### src/rtl/mac_fifo_writer.sv
// mac_fifo_writer
//   Pipelined multiply / multiply-accumulate producer feeding the write side of
//   the MAC datapath async FIFO. Operand pairs arrive over valid/ready; each
//   product either goes straight to the FIFO or is folded into a saturating sum
//   of ACC_LEN products. wFull stalls the whole pipeline without loss.
//
// Ports
//   clk       clock
//   reset     synchronous, active-high reset
//   acc_mode  0 = multiply mode, 1 = accumulate mode
//   in_valid  operand pair valid
//   in_ready  block can accept an operand pair this cycle
//   D1, D2    operands A and B (unsigned, WIDTH bits)
//   wFull     FIFO full (write domain)
//   wr_En     FIFO write strobe
//   wr_data   FIFO write data (ACC_WIDTH bits)
//   sat_flag  wr_data was saturated (qualified by wr_En)
//   busy      any pipeline stage, partial group or output register occupied

module mac_fifo_writer #(
    parameter int unsigned WIDTH     = 4,
    parameter int unsigned STAGES    = 2,
    parameter int unsigned ACC_LEN   = 4,
    parameter int unsigned ACC_WIDTH = 2 * WIDTH + 4
) (
    input  logic                 clk,
    input  logic                 reset,
    input  logic                 acc_mode,
    input  logic                 in_valid,
    output logic                 in_ready,
    input  logic [WIDTH-1:0]     D1,
    input  logic [WIDTH-1:0]     D2,
    input  logic                 wFull,
    output logic                 wr_En,
    output logic [ACC_WIDTH-1:0] wr_data,
    output logic                 sat_flag,
    output logic                 busy
);

    localparam int unsigned PW    = 2 * WIDTH;
    // Product register at accept plus STAGES multiplier stages: an accepted pair
    // reaches the output register STAGES+1 edges after the accept edge.
    localparam int unsigned PipeD = STAGES + 1;
    localparam int unsigned CntW  = $clog2(ACC_LEN);

    localparam logic [CntW-1:0] LastCnt = CntW'(ACC_LEN - 1);

    logic [PipeD-1:0]     vld_q, vld_d;
    logic [PW-1:0]        prod_q [PipeD];
    logic [PW-1:0]        prod_d [PipeD];
    logic [ACC_WIDTH-1:0] acc_q, acc_d;
    logic                 acc_sat_q, acc_sat_d;
    logic [CntW-1:0]      cnt_q, cnt_d;
    logic                 out_valid_q, out_valid_d;
    logic [ACC_WIDTH-1:0] out_data_q, out_data_d;
    logic                 out_sat_q, out_sat_d;
    logic                 mode_q, mode_d;

    logic                 adv;
    logic                 mode_block;
    logic                 accept;
    logic [PW-1:0]        mul;
    logic                 last_vld;
    logic [ACC_WIDTH-1:0] prod_ext;
    logic [ACC_WIDTH-1:0] acc_base;
    logic [ACC_WIDTH:0]   sum_full;
    logic                 ovf;
    logic [ACC_WIDTH-1:0] sum_sat;
    logic                 grp_sat;
    logic                 grp_done;

    // Handshake, stall and status
    always_comb begin
        busy       = (|vld_q) | (cnt_q != '0) | out_valid_q;
        // Everything moves unless a result is waiting and the FIFO is full.
        adv        = ~out_valid_q | ~wFull;
        // A pending mode change waits for the pipe to drain so groups never mix.
        mode_block = busy & (acc_mode != mode_q);
        in_ready   = adv & ~mode_block;
        accept     = in_valid & in_ready;
        wr_En      = out_valid_q & ~wFull;
        wr_data    = out_data_q;
        sat_flag   = out_sat_q;
    end

    // Arithmetic on the last pipeline stage
    always_comb begin
        mul      = PW'(D1) * PW'(D2);
        last_vld = vld_q[PipeD-1];
        prod_ext = ACC_WIDTH'(prod_q[PipeD-1]);
        // count==0 marks the first product of a group; acc is ignored then.
        acc_base = (cnt_q == '0) ? '0 : acc_q;
        sum_full = {1'b0, acc_base} + {1'b0, prod_ext};
        ovf      = sum_full[ACC_WIDTH];
        sum_sat  = ovf ? '1 : sum_full[ACC_WIDTH-1:0];
        grp_sat  = ((cnt_q != '0) & acc_sat_q) | ovf;
        grp_done = (cnt_q == LastCnt);
    end

    // Next state
    always_comb begin
        vld_d       = vld_q;
        prod_d      = prod_q;
        acc_d       = acc_q;
        acc_sat_d   = acc_sat_q;
        cnt_d       = cnt_q;
        out_valid_d = out_valid_q;
        out_data_d  = out_data_q;
        out_sat_d   = out_sat_q;
        mode_d      = busy ? mode_q : acc_mode;

        if (adv) begin
            vld_d[0]  = accept;
            prod_d[0] = mul;
            for (int i = 1; i < PipeD; i++) begin
                vld_d[i]  = vld_q[i-1];
                prod_d[i] = prod_q[i-1];
            end

            // adv with out_valid set implies the current result is being written,
            // so the register empties unless a new result lands this edge.
            out_valid_d = 1'b0;

            if (last_vld) begin
                if (!mode_q) begin
                    out_valid_d = 1'b1;
                    out_data_d  = prod_ext;
                    out_sat_d   = 1'b0;
                end else if (grp_done) begin
                    out_valid_d = 1'b1;
                    out_data_d  = sum_sat;
                    out_sat_d   = grp_sat;
                    cnt_d       = '0;
                    acc_d       = '0;
                    acc_sat_d   = 1'b0;
                end else begin
                    acc_d     = sum_sat;
                    acc_sat_d = grp_sat;
                    cnt_d     = cnt_q + 1'b1;
                end
            end
        end
    end

    always_ff @(posedge clk) begin
        if (reset) begin
            vld_q       <= '0;
            for (int i = 0; i < PipeD; i++) begin
                prod_q[i] <= '0;
            end
            acc_q       <= '0;
            acc_sat_q   <= 1'b0;
            cnt_q       <= '0;
            out_valid_q <= 1'b0;
            out_data_q  <= '0;
            out_sat_q   <= 1'b0;
            mode_q      <= 1'b0;
        end else begin
            vld_q       <= vld_d;
            prod_q      <= prod_d;
            acc_q       <= acc_d;
            acc_sat_q   <= acc_sat_d;
            cnt_q       <= cnt_d;
            out_valid_q <= out_valid_d;
            out_data_q  <= out_data_d;
            out_sat_q   <= out_sat_d;
            mode_q      <= mode_d;
        end
    end

endmodule

### config.mk
export PLATFORM = sky130hd
export DESIGN_NAME = mac_fifo_writer
export DESIGN_NICKNAME = d
export VERILOG_FILES = /design/src/rtl/mac_fifo_writer.sv
export SDC_FILE = /design/constraint.sdc
export NUM_CORES = 1
export LEC_CHECK = 0
export ABC_AREA = 1
export CORE_MARGIN = 2
export CORE_UTILIZATION = 52
export CTS_CLUSTER_SIZE = 24
export DETAILED_ROUTE_END_ITERATION = 6
export GPL_TIMING_DRIVEN = 1
export PLACE_DENSITY = 0.82
export REMOVE_ABC_BUFFERS = 1
export SLEW_MARGIN = 0
export SYNTH_ARGS = -nofsm -noshare
export SYNTH_HDL_FRONTEND = slang
export SYNTH_SLANG_ARGS = --single-unit
### constraint.sdc
create_clock -name clk -period 3.11 [get_ports clk]
set_clock_uncertainty 0.2 [all_clocks]
set_input_delay 0.622 -clock clk [delete_from_list [all_inputs] [get_ports clk]]
set_output_delay 0.622 -clock clk [all_outputs]
set_load 0.005 [all_outputs]
==> results.py <==
metrics = {
    "run_status": {
        "status": "complete, no violations",
    },
    "drt": {
        "drc": 0,
        "firstDrtPassIters": 5,
        "via_per_inst": 5.27,
        "drt-total-wl_mm": 7.68,
        "wl_per_cell_um": 12.8,
        "drtIter0Drc": 203,
        "drtAntennaViolNets": 0,
        "vias": 3153,
    },
    "timing": {
        "setup_slack_ns": 0.133,
        "setup-violations-final": 0,
        "fin_crit_sh": 0.957,
        "tightest_slew_ns": 0.696,
        "hold_viol_final": 0,
        "hold_slack_ns": 0.260,
        "max_slew_margin": 0.535,
        "max_freq_mhz": 336,
        "drv_slew": 0,
        "period_minus_slack_ns": 2.98,
    },
    "yosys": {
        "yosys-top-cells-area": "dfxtp_1, nand2_1, a21oi_1",
        "synth_cell_type_count": 26,
        "async_flop_share": 0,
        "synth_area_um2": 3240,
        "synth-seq-area-share": 0.352,
        "synth_edf_count": 0,
        "synth_top_area_share": 0.352,
        "synth_ff_type": "dfxtp_1",
        "ys_seq_elements": 57,
        "synth.avg_cell_area_um2": 6.79,
        "synth_top_cell_by_area": "dfxtp_1",
        "syn_inst": 477,
        "ys.warnings.count": 0,
    },
    "clock_network": {
        "cts.sinks": 57,
        "root_buffer": "clkbuf_8",
        "htreeDepth": 3,
        "cts_buffers": 9,
        "tritoncts": "yes",
        "clk_latency_ns": 0.35,
        "clk_pin_slew_ns": 0.06,
        "cts_setup_buffers": 0,
        "clk_path_buf_depth": 2,
    },
    "global_route": {
        "gr-total-overflow": 0,
        "grt_pass1_vias": 3004,
        "grtUsageTotal": 0.227,
        "met2_usage": 0.411,
        "top_usage_layer": "met2",
        "use_met1": 0.258,
        "grt_max_degree": 33,
        "grt_pass1_wl_mm": 12.9,
        "gr-usage-met3": 0.0517,
        "antenna_found_initial": 0,
    },
    "floorplanning": {
        "die_area_um2": 6870,
        "ios": 29,
        "rows": 28,
        "die_w_um": 82.9,
        "coreArea_um2": 5960,
        "start_util": 0.544,
        "die_y_um": 82.9,
    },
    "placed_design": {
        "dp_hpwl_mm": 5.31,
        "numPortBuffers": 28,
        "gp_congestion": 0.903,
        "place_ws_ns": -0.585,
    },
    "worst_hold_path": {
        "hold_start": "prod_q[21]",
        "hp-class": "reg -> reg",
    },
    "finish": {
        "drive_above_1_share": 0.101,
        "area_delta_synth_final_pct": 22.0,
        "final_common_cell": "nand2_1",
        "n_antenna_cell": 0,
        "nets": 558,
        "final_cell_mix": "nand2_1, inv_1, dfxtp_1, nor2_1, a21oi_1",
    },
    "critical_path": {
        "worstPathMaxFanout": 4,
        "cp.arrival_ns": 3.01,
        "cp-start-kind": "input port",
        "crit_required_ns": 3.15,
        "critPathKind": "in -> reg",
        "crit_start": "D1[3]",
        "critPathCaptureType": "flop",
        "rr_startpoint": "cnt_q[0]",
    },
    "power_and_ir_drop": {
        "peakVddDrop_v": 0.000385,
        "power.density_nw_per_um2": 504,
        "power.leakage_nw": 1.81,
    },
    "flow_run": {
        "maxCapViolCount": 0,
    },
}
==> worst max-delay path, stage by stage <==
cell,delay [ns]
clkdlybuf4s50_1,0.48
nand2_1,0.08
fa_1,0.48
inv_1,0.04
ha_1,0.32
ha_4,0.26
nand3_1,0.10
nand3_2,0.08
nand2_1,0.07
nand2_1,0.06
a21oi_2,0.13
nor2_1,0.06
nor2_1,0.08
nand2_1,0.05
nand2_1,0.05
inv_1,0.04
==> synthesized netlist by cell type (3+ instances only) <==
library cell	number
a21oi_1	55
clkbuf_1	11
dfxtp_1	57
fa_1	5
ha_1	22
inv_1	68
inv_2	5
nand2_1	114
nand3_1	27
nand4_1	3
nor2_1	54
o21ai_0	34
o21ai_1	3
xor2_1	3
==> cell families (layout without fill, tap and decap cells) <==
| group | count (synthesis) | count (layout) | synth area share |
|---|---|---|---|
| AND/OR/NAND/NOR | 205 | 205 | 0.261 |
| adder cells (fa/ha/maj) | 27 | 27 | 0.116 |
| flip-flops | 57 | 57 | 0.352 |
| buffers and inverters | 89 | 135 | 0.110 |
| XOR/XNOR | 5 | 5 | 0.0135 |
| AO/OA/AOI/OAI | 94 | 94 | 0.147 |
==> registers in the layout, indices dropped and copies added (netlist names) <==
register and count:
wr_data 12, vld_q 3, out_valid_q 1, mode_q 1, cnt_q 2, acc_q 12
acc_sat_q 1, prod_ext 8, sat_flag 1, prod_q 16
==> final timing paths <==
check | endpoint | slack [ns] | depth (start not counted)
worst max-delay path | prod_q[23] | 0.13 | 16
worst min-delay path | prod_q[13] | 0.26 | 2
worst max register to register | wr_data[6] | 0.24 | 14
worst min register to register | prod_q[13] | 0.26 | 2
==> area by class of cell <==
type                    count  area (µm²)
clock inverters             5         125
well taps                  75        93.8
flip-flops and latches     57        1140
inverters                  73         274
fillers                   498        2000
repair buffers             46         400
multi-input cells         331        1770
clock buffers              11         151
==> layer usage <==
layer	share of wire	wire length (µm)	up-vias
met3	0.037	287	16
met1	0.43	3310	1474
met5	0	0	-
li1	-	-	1591
met2	0.51	3920	72
met4	0.020	155	0
==> stage by stage <==
stage	power, mW	instances	util	setup TNS, ns	area (µm²)
after floorplan	0.937	461	-	0	3160
after global placement	1.03	582	0.616	-1.67	3670
after detailed placement	1.04	582	0.616	-1.94	3670
after CTS	1.99	598	0.662	0	3940
after global routing	2.07	598	0.663	-0.0167	3950
final	1.99	598	0.663	0	3950
==> power by group <==
group / switching [mW] / internal [mW]
registers: 0.0218 / 0.766
logic: 0.135 / 0.111
clock network: 0.301 / 0.656
total: 0.458 / 1.53
==> repair_timing <==
item	4_1_cts	5_1_grt
resized for setup	8	11
gates cloned	0	0
hold buffers	0	0
setup endpoints to repair	3	2
pin swaps	6	10
(Power assumes the default switching activity.)
